<file path="config.mk">
export PLATFORM = sky130hd
export DESIGN_NAME = add_seq
export DESIGN_NICKNAME = d
export VERILOG_FILES = /design/src/rtl/add_pkg.sv /design/src/rtl/add_chunk.sv /design/src/rtl/add_seq.sv
export SDC_FILE = /design/constraint.sdc
export NUM_CORES = 1
export LEC_CHECK = 0
export CORE_AREA = 2 2 98 100
export DETAILED_ROUTE_END_ITERATION = 8
export DIE_AREA = 0 0 100 102
export GPL_ROUTABILITY_DRIVEN = 0
export SLEW_MARGIN = 15
export SYNTH_ARGS = -nofsm -noshare
export SYNTH_HDL_FRONTEND = slang
export SYNTH_HIERARCHICAL = 1
export SYNTH_SLANG_ARGS = --single-unit
</file>
<file path="constraint.sdc">
create_clock -name clk -period 3.46 [get_ports clk]
set_clock_uncertainty 0.05 [all_clocks]
set_input_delay 1.038 -clock clk [delete_from_list [all_inputs] [get_ports clk]]
set_output_delay 1.038 -clock clk [all_outputs]
set_load 0.01 [all_outputs]
</file>
<file path="src/rtl/add_pkg.sv">
// Shared types and helpers for the sequential slice adder.
`timescale 1ns/1ps
package add_pkg;

  typedef enum logic [1:0] {
    S_IDLE = 2'd0,
    S_RUN  = 2'd1,
    S_DONE = 2'd2
  } state_t;

  // Slice counter width; never below one bit so N=1 still has a legal counter.
  function automatic int cnt_width(input int n);
    if (n <= 1) begin
      return 1;
    end else begin
      return $clog2(n);
    end
  endfunction

endpackage

</file>
<file path="src/rtl/add_chunk.sv">
// Combinational CHUNK-bit ripple adder; also exposes the carry into its top bit.
`timescale 1ns/1ps
module add_chunk #(
  parameter int CHUNK = 4
) (
  input  logic [CHUNK-1:0] x,
  input  logic [CHUNK-1:0] y,
  input  logic             ci,
  output logic [CHUNK-1:0] s,
  output logic             co,
  output logic             c_msb
);

  logic c_s;

  // Ripple through the low bits, capture the carry into the top bit, then finish.
  always_comb begin
    c_s = ci;
    s   = {CHUNK{1'b0}};
    for (int i = 0; i < CHUNK - 1; i++) begin
      s[i] = x[i] ^ y[i] ^ c_s;
      c_s  = (x[i] & y[i]) | (x[i] & c_s) | (y[i] & c_s);
    end
    c_msb        = c_s;
    s[CHUNK-1]   = x[CHUNK-1] ^ y[CHUNK-1] ^ c_s;
    co           = (x[CHUNK-1] & y[CHUNK-1]) | (x[CHUNK-1] & c_s) | (y[CHUNK-1] & c_s);
  end

endmodule

</file>
<file path="src/rtl/add_seq.sv">
// Multi-cycle WIDTH-bit adder, one CHUNK-bit slice per clock, valid/ready on both sides.
// Optional subtract mode (sub port, a - b) is enabled by defining ADD_SUB_EN.
`timescale 1ns/1ps
module add_seq
  import add_pkg::*;
#(
  parameter int WIDTH = 16,
  parameter int CHUNK = 4
) (
  input  logic             clk,
  input  logic             rst_n,
  input  logic             in_valid,
  output logic             in_ready,
  input  logic [WIDTH-1:0] a,
  input  logic [WIDTH-1:0] b,
  input  logic             cin,
`ifdef ADD_SUB_EN
  input  logic             sub,
`endif
  output logic             out_valid,
  input  logic             out_ready,
  output logic [WIDTH-1:0] sum,
  output logic             co,
  output logic             ovf
);

  localparam int N     = WIDTH / CHUNK;
  localparam int CNT_W = cnt_width(N);
  localparam logic [CNT_W-1:0] LAST = CNT_W'(N - 1);

  state_t             state_q;
  logic [CNT_W-1:0]   cnt_q;
  logic [WIDTH-1:0]   a_q;
  logic [WIDTH-1:0]   bx_q;
  logic               carry_q;
  logic               in_ready_q;
  logic               out_valid_q;
  logic [WIDTH-1:0]   sum_q;
  logic               co_q;
  logic               ovf_q;

  logic [WIDTH-1:0]   bx_d;
  logic               cx_d;
  logic [CHUNK-1:0]   slice_d;
  logic               carry_d;
  logic               cmsb_s;

  // Effective operand B and carry-in as captured on the accept edge.
  always_comb begin
`ifdef ADD_SUB_EN
    if (sub) begin
      bx_d = ~b;
      cx_d = 1'b1;
    end else begin
      bx_d = b;
      cx_d = cin;
    end
`else
    bx_d = b;
    cx_d = cin;
`endif
  end

  add_chunk #(.CHUNK(CHUNK)) u_chunk (
    .x     (a_q[cnt_q*CHUNK +: CHUNK]),
    .y     (bx_q[cnt_q*CHUNK +: CHUNK]),
    .ci    (carry_q),
    .s     (slice_d),
    .co    (carry_d),
    .c_msb (cmsb_s)
  );

  // Control FSM with operand, carry, counter and result registers.
  always_ff @(posedge clk or negedge rst_n) begin
    if (!rst_n) begin
      state_q     <= S_IDLE;
      cnt_q       <= {CNT_W{1'b0}};
      a_q         <= {WIDTH{1'b0}};
      bx_q        <= {WIDTH{1'b0}};
      carry_q     <= 1'b0;
      in_ready_q  <= 1'b1;
      out_valid_q <= 1'b0;
      sum_q       <= {WIDTH{1'b0}};
      co_q        <= 1'b0;
      ovf_q       <= 1'b0;
    end else begin
      case (state_q)
        S_IDLE: begin
          if (in_valid) begin
            a_q        <= a;
            bx_q       <= bx_d;
            carry_q    <= cx_d;
            cnt_q      <= {CNT_W{1'b0}};
            in_ready_q <= 1'b0;
            state_q    <= S_RUN;
          end
        end
        S_RUN: begin
          sum_q[cnt_q*CHUNK +: CHUNK] <= slice_d;
          carry_q                     <= carry_d;
          if (cnt_q == LAST) begin
            co_q        <= carry_d;
            ovf_q       <= cmsb_s ^ carry_d;
            out_valid_q <= 1'b1;
            state_q     <= S_DONE;
          end else begin
            cnt_q <= cnt_q + CNT_W'(1);
          end
        end
        S_DONE: begin
          if (out_ready) begin
            out_valid_q <= 1'b0;
            in_ready_q  <= 1'b1;
            state_q     <= S_IDLE;
          end
        end
        default: begin
          state_q     <= S_IDLE;
          in_ready_q  <= 1'b1;
          out_valid_q <= 1'b0;
        end
      endcase
    end
  end

  assign in_ready  = in_ready_q;
  assign out_valid = out_valid_q;
  assign sum       = sum_q;
  assign co        = co_q;
  assign ovf       = ovf_q;

endmodule

</file>
# Word-level counts from Yosys, hierarchy flattened
# Cells that the tools add are included.
[op_classes] n_reduce_logical=9 n_eq_ne=7 shift=4 add_sub_neg=2 muxes=16 bitwise_logic=31
[op_table] cell="$neg A4 Y34" n=1
[op_table] cell="$shift A4 B34 Y16 const A" n=1
[op_table] cell="$shiftx A4 B34 Y16" n=1
[op_table] cell="$shiftx A16 B5 Y4" n=2
[op_table] cell="$bwmux W16" n=1
[op_table] cell="$and A1 B1 Y1" n=12
[op_table] cell="$reduce_and A3 Y1" n=4
[op_table] cell="$mux W2" n=5
[op_table] cell="$xor A1 B1 Y1" n=9
[op_table] cell="$ne A2 B2 Y1 const B" n=4
[op_table] cell="$or A1 B1 Y1" n=8
[op_table] cell="$pmux W1 S3" n=2
[op_table] cell="$pmux W2 S3" n=1
[op_table] cell="$reduce_and A2 Y1" n=3
[op_table] cell="$mux W1" n=5
[op_table] cell="$eq A2 B2 Y1 const B" n=2
[op_table] cell="$pmux W2 S2" n=1
[op_table] cell="$add A2 B1 Y2 const B" n=1
[op_table] cell="$eq A2 B1 Y1 const B" n=1
[op_table] cell="$logic_not A2 Y1" n=1
[op_table] cell="$not A1 Y1" n=2
[op_table] cell="$pmux W1 S2" n=1
[op_table] cell="$reduce_bool A2 Y1" n=1
[totals] output_inout_bits=20 input_bits=37 regBits=57 word_cells=79

# Depth between registers and ports, before layout
# Gate-level depths: netlist of run 1.
[depth] word_depth=14 mapped_depth=13 ltp_nobuf=11

# Modules after synthesis
# Netlist of run 1, hierarchy kept.
[modules_own_cells] mod="add_seq" area_per_inst_um2=2576.2 cells_each=183 n_inst=1 seq_area_each_um2=1427.6
[modules_own_cells] mod="add_chunk" area_per_inst_um2=117.6 cells_each=14 n_inst=1 seq_area_each_um2=0.0

# Worst setup path before layout of run 1
# No wires, ideal clock.
[synth_path] path_kind="register to register" startpoint="reg cnt_q[0]" endpoint="reg sum_q[7], in the netlist sum[7]" required_ps=3326 setup_slack_ps=214 path_buffers=2 period_less_slack_ps=3246 arrival_ps=3113 setup_ps=84 stages_incl_launch_ff=14 path_cell_list="dfrtp_1 buf_2 buf_2 mux4_2 inv_1 fa_1 inv_1 fa_1 fa_1 inv_1 fa_1 inv_1 nand2_1 o21ai_0"
[synth_via] elab_chain_len=13 word_cells_on_any_way=29 classes_between="add/sub: 1; shift: 4; mux: 1; bitwise: 23"
[synth_rtl] item="start, declared" line="add_seq.sv:32" rtl="logic [CNT_W-1:0] cnt_q;"
[synth_rtl] item="start signal, assigned" line="add_seq.sv:77" rtl="cnt_q <= {CNT_W{1'b0}};"
[synth_rtl] item="start signal, assigned" line="add_seq.sv:93" rtl="cnt_q <= {CNT_W{1'b0}};"
[synth_rtl] item="start signal, assigned" line="add_seq.sv:107" rtl="cnt_q <= cnt_q + CNT_W'(1);"
[synth_rtl] item="$shiftx A16 B5 Y4, on equally long branches" line="add_seq.sv:65, add_seq.sv:66"
[synth_rtl] item="$and A1 B1 Y1" line="add_chunk.sv:22" rtl="c_s = (x[i] & y[i]) | (x[i] & c_s) | (y[i] & c_s);"
[synth_rtl] item="$or A1 B1 Y1 (2 in a row)" line="add_chunk.sv:22"
[synth_rtl] item="$and A1 B1 Y1" line="add_chunk.sv:22"
[synth_rtl] item="$or A1 B1 Y1 (2 in a row)" line="add_chunk.sv:22"
[synth_rtl] item="$and A1 B1 Y1" line="add_chunk.sv:22"
[synth_rtl] item="$or A1 B1 Y1" line="add_chunk.sv:22"
[synth_rtl] item="$or A1 B1 Y1 *" line="add_chunk.sv:22"
[synth_rtl] item="net cmsb_s" line="add_seq.sv:46" rtl="logic cmsb_s;"
[synth_rtl] item="$xor A1 B1 Y1 *" line="add_chunk.sv:25" rtl="s[CHUNK-1] = x[CHUNK-1] ^ y[CHUNK-1] ^ c_s;"
[synth_rtl] item="net slice_d[3]" line="add_seq.sv:44" rtl="logic [CHUNK-1:0] slice_d;"
[synth_rtl] item="$shiftx A4 B34 Y16 *" line="add_seq.sv:99" rtl="sum_q[cnt_q*CHUNK +: CHUNK] <= slice_d;"
[synth_rtl] item="$bwmux W16 *" line="add_seq.sv:99"
[synth_rtl] item="end signal, assigned" line="add_seq.sv:83" rtl="sum_q <= {WIDTH{1'b0}};"
[synth_rtl] item="end signal, assigned by index" line="add_seq.sv:99"
[synth_rtl] item="end, declared" line="add_seq.sv:38" rtl="logic [WIDTH-1:0] sum_q;"
# Mark *: on every way through the listed nets, which the timed path passes. The rest lies on a longest branch.
# A chain may end at the register's enable or synchronous reset.

# Final worst setup path of run 1
# Ends and elaborated chain as after synthesis.

==> qor.csv, run 1 <==
stage;metric;value;unit
worst_setup_path;FF-to-FF path depth;9;
place;Port Buffers;56;
clocking;clock buffer count from CTS;9;
power_and_ir_drop;Max VDD drop;0.4207;mV
grt;first-pass GRT wire length;9321;µm
finish;ANT cells;0;
worst_setup_path;Critical Path End Type;flop;
worst_setup_path;crit path DAT;3220;ps
synthesis;Ys Warns;6;
outcome;status;finished, final reports clean;
floorplan;die width;100;µm
grt;GRT Util Overall;0.1207;
clocking;clk sinks;57;
timing;Hold WS;430.1;ps
synthesis;Area contributors post-synth;dfrtp_1, mux2_2, mux4_2;
floorplan;Initial Util;0.2957;
floorplan;core area;9109;µm²
worst_setup_path;Startpoint Class;flop;
routing;Initial DRC Count;91;
floorplan;IO Count;57;
clocking;H-Tree Depth;3;
min_path;Hold Path Class;flop to flop;
synthesis;Mapped Avg Cell Area;13.67;µm²
worst_setup_path;Worst Path Required;3660;ps
clocking;Post-CTS Setup Inserts;0;
synthesis;cell taking the most area after synthesis;dfrtp_1;
worst_setup_path;Worst R2R Setup Slack;440;ps
timing;Tcrit/Tclk final;0.8729;
timing;max_slew headroom;0.6093;
routing;DRC viols;0;
worst_setup_path;most used cell, CP;fa_1;
timing;sum of negative setup slack;0;ps
worst_setup_path;Buf+Inv Stages, Crit Path;3;
grt;grt ovf;0;
clocking;Reg clk slew, reported paths;60;ps
worst_setup_path;crit path cell chain;buf_4, mux4_2, fa_1, fa_1, inv_1, fa_1, inv_1, nand2_1, o21ai_0;
min_path;WHS Endpoint;sum[4]$_DFFE_PN0P_;
power_and_ir_drop;total power;3.525;mW
power_and_ir_drop;Power Dens Cells;991.6;nW/µm²
routing;DR vias/cell;4.582;
timing;Hold Vio Cnt, Final;0;
timing;Peak Freq;0.3311;GHz
job;max_cap viols;0;
clocking;clk buf depth;2;
worst_setup_path;Slowest cell on crit path;mux4_2;
place;final HPWL from detailed placement;4196;µm
synthesis;Distinct cells, synth;34;
worst_setup_path;CP Max Fanout;13;
worst_setup_path;reg-to-reg endpoint;sum[7]$_DFFE_PN0P_;
timing;setup violators final;0;
synthesis;register area share after synthesis;0.5300;
worst_setup_path;Crit Path Category;flop to flop;
finish;Filler cells;895;
routing;Routed WL;5553;µm
timing;RSZ-0062 raised after global routing;false;
clocking;Post-CTS Resized;0;
synthesis;flops & latches, synth;57;
floorplan;FP Rows;35;
synthesis;synthesized area;2694;µm²
min_path;hold path depth;2;
routing;WL per Instance;14.77;µm
min_path;hold_sp;sum[4]$_DFFE_PN0P_;
finish;ratio of cells with drive above 1 in the final layout;0.2491;
finish;Final Net Count;307;
place;Placed Area;3362;µm²
finish;Final Cell Area;3555;µm²
worst_setup_path;Reg2Reg Launch Point;cnt_q[0]$_DFFE_PN0P_;
worst_setup_path;CP max stage delay;550;ps
synthesis;area share of the largest cell type after synthesis;0.5202;
clocking;Post-CTS Hold Buffers;0;
floorplan;DIE AREA;10200;µm²
grt;pin count of the biggest net entering global routing;39;
clocking;CTS tree;done;
routing;antenna-violating nets left;0;
synthesis;Syn Inst Count;197;
timing;Final Max Tran Viols;0;
routing;DR pass1 iterations;4;
synthesis;async set-reset flop share out of synthesis;1.000;
worst_setup_path;Top delay family on crit path;adder cells;
timing;Final Critical Period;3020;ps
floorplan;Die Ht;102;µm
timing;Slew @ Worst Pin;578.0;ps
synthesis;Post-synth EDFFs;0;
grt;initial antenna violation count;0;
finish;Layout area overhead;31.96;%
clocking;CTS root buffer;clkbuf_8;
synthesis;Synth Net Count;244;
clocking;Worst-Skew Late Latency;330;ps
routing;via count;1723;
power_and_ir_drop;leakage;1.510;nW
grt;vias in the first global route;1833;
synthesis;Main synth FF type;dfrtp_1;
==> sequential cells by signal, summed over array words and instances (netlist names) <==
register,count
ovf,1
in_ready,1
carry_q,1
cnt_q,2
sum,16
out_valid,1
state_q,2
a_q,16
bx_q,16
co,1
==> layer usage <==
metal  routed length [µm]  GRT usage  part of all wire  vias up
met5                    0          0                 0        -
met3                  275    0.04172             0.050        6
li1                     -          -                 -      835
met2                 2665     0.1923              0.48       47
met4                   68    0.04742             0.012        0
met1                 2543     0.1521              0.46      835
==> kinds of logic after synthesis <==
group | share of synthesized area
flops | 0.5300
mux | 0.2048
simple gates | 0.08267
compound gates | 0.07849
buf+inv | 0.04319
fa+ha+maj | 0.05759
xor+xnor | 0.003252
==> worst max-delay path by stage <==
stage / start / endpoint / cells after the start
2_1_floorplan: cnt_q[0]$_DFFE_PN0P_ / sum[7]$_DFFE_PN0P_ / 13
3_3_place_gp: cnt_q[0]$_DFFE_PN0P_ / sum[7]$_DFFE_PN0P_ / 9
3_5_place_dp: cnt_q[0]$_DFFE_PN0P_ / sum[7]$_DFFE_PN0P_ / 9
4_1_cts: cnt_q[0]$_DFFE_PN0P_ / sum[7]$_DFFE_PN0P_ / 9
5_1_grt: cnt_q[0]$_DFFE_PN0P_ / sum[7]$_DFFE_PN0P_ / 9
6_report: cnt_q[0]$_DFFE_PN0P_ / sum[7]$_DFFE_PN0P_ / 9
==> stage by stage <==
| stage | utilization | worst slack (ps) | cells |
|---|---|---|---|
| floorplan | - | 213.7 | 197 |
| global placement | 0.3691 | 483.2 | 360 |
| detailed placement | 0.3691 | 437.7 | 360 |
| CTS | 0.3902 | 422.6 | 376 |
| global route | 0.3902 | 264.2 | 376 |
| finish | 0.3902 | 439.8 | 376 |
==> Yosys cell counts, types with 2 or more instances <==
cell type	number
mux4_2	8
a21oi_1	5
o21ai_0	10
nand2_1	15
ha_1	6
inv_1	14
buf_2	2
mux2_1	2
buf_6	3
nand3b_1	3
nor2b_1	2
fa_1	4
clkbuf_1	2
mux2_2	31
dfrtp_1	56
a22oi_1	2
nor2_1	5
a22o_1	11
==> power breakdown <==
part,leakage (nW),total [mW],switching (mW),internal (mW)
sequential,0.706,1.21,0.220,0.987
clock,0.102,0.586,0.250,0.336
combinational,0.702,1.73,0.837,0.895
==> placed cells by master (no fill, tap or decap), types with 2 or more instances in the layout <==
cell type / count
a21oi_1: 5
a22o_1: 11
a22oi_1: 2
buf_4: 5
clkbuf_8: 13
clkdlybuf4s50_1: 55
clkinv_2: 2
dfrtp_1: 56
fa_1: 4
ha_1: 6
inv_1: 14
mux2_1: 2
mux2_2: 31
mux4_2: 8
nand2_1: 15
nand3b_1: 3
nor2_1: 5
nor2b_1: 2
o21ai_0: 10
==> worst reg2reg max path, stage by stage, from the launching register on <==
cell,delay (ps)
dfrtp_1,420
buf_4,250
mux4_2,550
fa_1,450
fa_1,410
inv_1,90
fa_1,400
inv_1,130
nand2_1,60
o21ai_0,130
==> final cells by class <==
class                      count  area, µm²  share of cell area
multi-input combinational    117       1150              0.3235
sequential                    57       1428              0.4016
tap                          111      138.9             0.03907
clock inverter                 2      10.01            0.002816
inverter                      14      52.55             0.01478
clock buffer                  14      182.7             0.05139
timing repair buffer          61      593.1              0.1668
(Power assumes the default switching activity.)
==> inputs of run 2 (changes only) <==
--- a/config.mk
+++ b/config.mk
@@ -9,6 +9,8 @@
 export DETAILED_ROUTE_END_ITERATION = 8
 export DIE_AREA = 0 0 100 102
 export GPL_ROUTABILITY_DRIVEN = 0
+export GPL_TIMING_DRIVEN = 0
+export MAX_ROUTING_LAYER = met4
 export SLEW_MARGIN = 15
 export SYNTH_ARGS = -nofsm -noshare
 export SYNTH_HDL_FRONTEND = slang
==> qor.csv, run 2 (synthesis results as in run 1) <==
stage;metric;value;unit
power_and_ir_drop;Combinational Power Share;0.522;
finish;ratio of cells with drive above 1 in the final layout;0.2509;
finish;most frequent cells in the layout;dfrtp_1, clkdlybuf4s50_1, mux2_2;
worst_setup_path;Worst Path Required;3660;ps
min_path;Hold Path Class;flop to flop;
finish;Layout area overhead;32.37;%
grt;first-pass GRT wire length;9301;µm
timing;Peak Freq;0.3120;GHz
worst_setup_path;Top delay family on crit path;adder cells;
clocking;Post-CTS Hold Buffers;0;
routing;Initial DRC Count;85;
finish;ANT cells;0;
routing;via count;1765;
power_and_ir_drop;sequential share of power;0.328;
power_and_ir_drop;Power Dens Cells;989.2;nW/µm²
worst_setup_path;Slowest cell on crit path;mux4_2;
job;max_cap viols;0;
timing;Final Critical Period;3205;ps
floorplan;die width;100;µm
clocking;H-Tree Depth;3;
floorplan;Die Ht;102;µm
clocking;clock buffer count from CTS;9;
worst_setup_path;crit path cell chain;buf_6, mux4_2, inv_1, fa_1, inv_1, fa_1, fa_2, inv_1, fa_1, inv_2, nand2_1, o21ai_0;
place;final HPWL from detailed placement;4141;µm
worst_setup_path;Crit Path Category;flop to flop;
power_and_ir_drop;cell internal pwr;2.218;mW
grt;initial antenna violation count;0;
timing;max_slew headroom;0.5169;
timing;RSZ-0062 raised after global routing;false;
outcome;status;finished, final reports clean;
timing;setup violators final;0;
clocking;CTS tree;done;
finish;most common cell after layout, fill and taps aside;dfrtp_1;
routing;DR vias/cell;4.669;
power_and_ir_drop;Net Switching;1.309;mW
clocking;clk sinks;57;
worst_setup_path;Buf+Inv Stages, Crit Path;5;
routing;Routed WL;5481;µm
clocking;Reg clk slew, reported paths;60;ps
floorplan;DIE AREA;10200;µm²
floorplan;Initial Util;0.2957;
power_and_ir_drop;clock share of power;0.150;
grt;GRT Util Overall;0.1254;
grt;vias in the first global route;1859;
floorplan;FP Rows;35;
timing;Hold WS;436.6;ps
routing;DR pass1 iterations;4;
worst_setup_path;crit path DAT;3400;ps
routing;antenna-violating nets left;0;
timing;Tcrit/Tclk final;0.9264;
worst_setup_path;CP max stage delay;530;ps
clocking;Worst-Skew Late Latency;330;ps
worst_setup_path;Worst R2R Setup Slack;250;ps
routing;WL per Instance;14.50;µm
place;Port Buffers;56;
grt;pin count of the biggest net entering global routing;58;
finish;Final Net Count;311;
clocking;clk buf depth;2;
grt;grt ovf;0;
worst_setup_path;CP Max Fanout;16;
power_and_ir_drop;sw frac;0.3712;
floorplan;IO Count;57;
power_and_ir_drop;Max VDD drop;0.3940;mV
power_and_ir_drop;leakage;1.508;nW
clocking;CTS root buffer;clkbuf_8;
floorplan;core area;9109;µm²
routing;DRC viols;0;
worst_setup_path;Startpoint Class;flop;
worst_setup_path;Critical Path End Type;flop;
timing;sum of negative setup slack;0;ps
timing;Slew @ Worst Pin;724.7;ps
timing;Final Max Tran Viols;0;
timing;Hold Vio Cnt, Final;0;
## run 2: worst register-to-register path, stage by stage (launching register included)
cell and delay, ps:
dfrtp_1 410, buf_6 240, mux4_2 540, inv_1 100, fa_1 160, inv_1 50
fa_1 380, fa_2 380, inv_1 80, fa_1 420, inv_2 120, nand2_1 60
o21ai_0 150
## run 2: layout make-up
class	instances	area (µm²)
Fill cell	886	5543
Timing Repair Buffer	57	565.5
Inverter	14	52.55
Buffer	8	66.31
Tap cell	111	138.9
Clock buffer	14	162.7
Sequential cell	57	1428
Multi-Input combinational cell	117	1152
## run 2: what timing repair did
action,CTS,global route
endpoints found under the setup margin,7,4
setup buffers,0,1
gates resized for setup,6,1
pin swaps,0,0
## run 2: path summary, 6_finish.rpt
kind / start / endpoint / cells past startpoint
setup / recovery: cnt_q[0]$_DFFE_PN0P_ / sum[7]$_DFFE_PN0P_ / 12
hold / removal: bx_q[0]$_DFFE_PN0P_ / bx_q[0]$_DFFE_PN0P_ / 1
setup reg to reg: cnt_q[0]$_DFFE_PN0P_ / sum[7]$_DFFE_PN0P_ / 12
hold reg to reg: bx_q[0]$_DFFE_PN0P_ / bx_q[0]$_DFFE_PN0P_ / 1
max in group asynchronous: rst_n / a_q[15]$_DFFE_PN0P_ / 1
min in group asynchronous: rst_n / bx_q[0]$_DFFE_PN0P_ / 1
## run 2: through the flow
step                cell area [µm²]  worst slack [ps]  total power, mW    util  cells
floorplan                      2694             213.7            2.373       -    197
global placement               3393            -559.7            2.968  0.3725    364
detailed placement             3391            -272.7            3.000  0.3723    364
CTS                            3567             37.37            3.578  0.3916    378
global route                   3566             40.54            3.833  0.3915    378
finish                         3566             254.6            3.527  0.3915    378
## run 2: power groups by stage
| stage | sequential, mW | clock, mW | combinational (mW) |
|---|---|---|---|
| finish | 1.16 | 0.530 | 1.84 |
| global route | 1.20 | 0.595 | 2.04 |
| CTS | 1.16 | 0.553 | 1.86 |
| detailed placement | 1.17 | 0 | 1.83 |
| global placement | 1.16 | 0 | 1.81 |
| floorplan | 1.17 | 0 | 1.21 |
## run 2: layer usage
layer / global-route usage / share of wire
met5: - / 0
met4: 0.03161 / 0.0084
met3: 0.05609 / 0.054
met2: 0.1949 / 0.49
met1: 0.1502 / 0.45
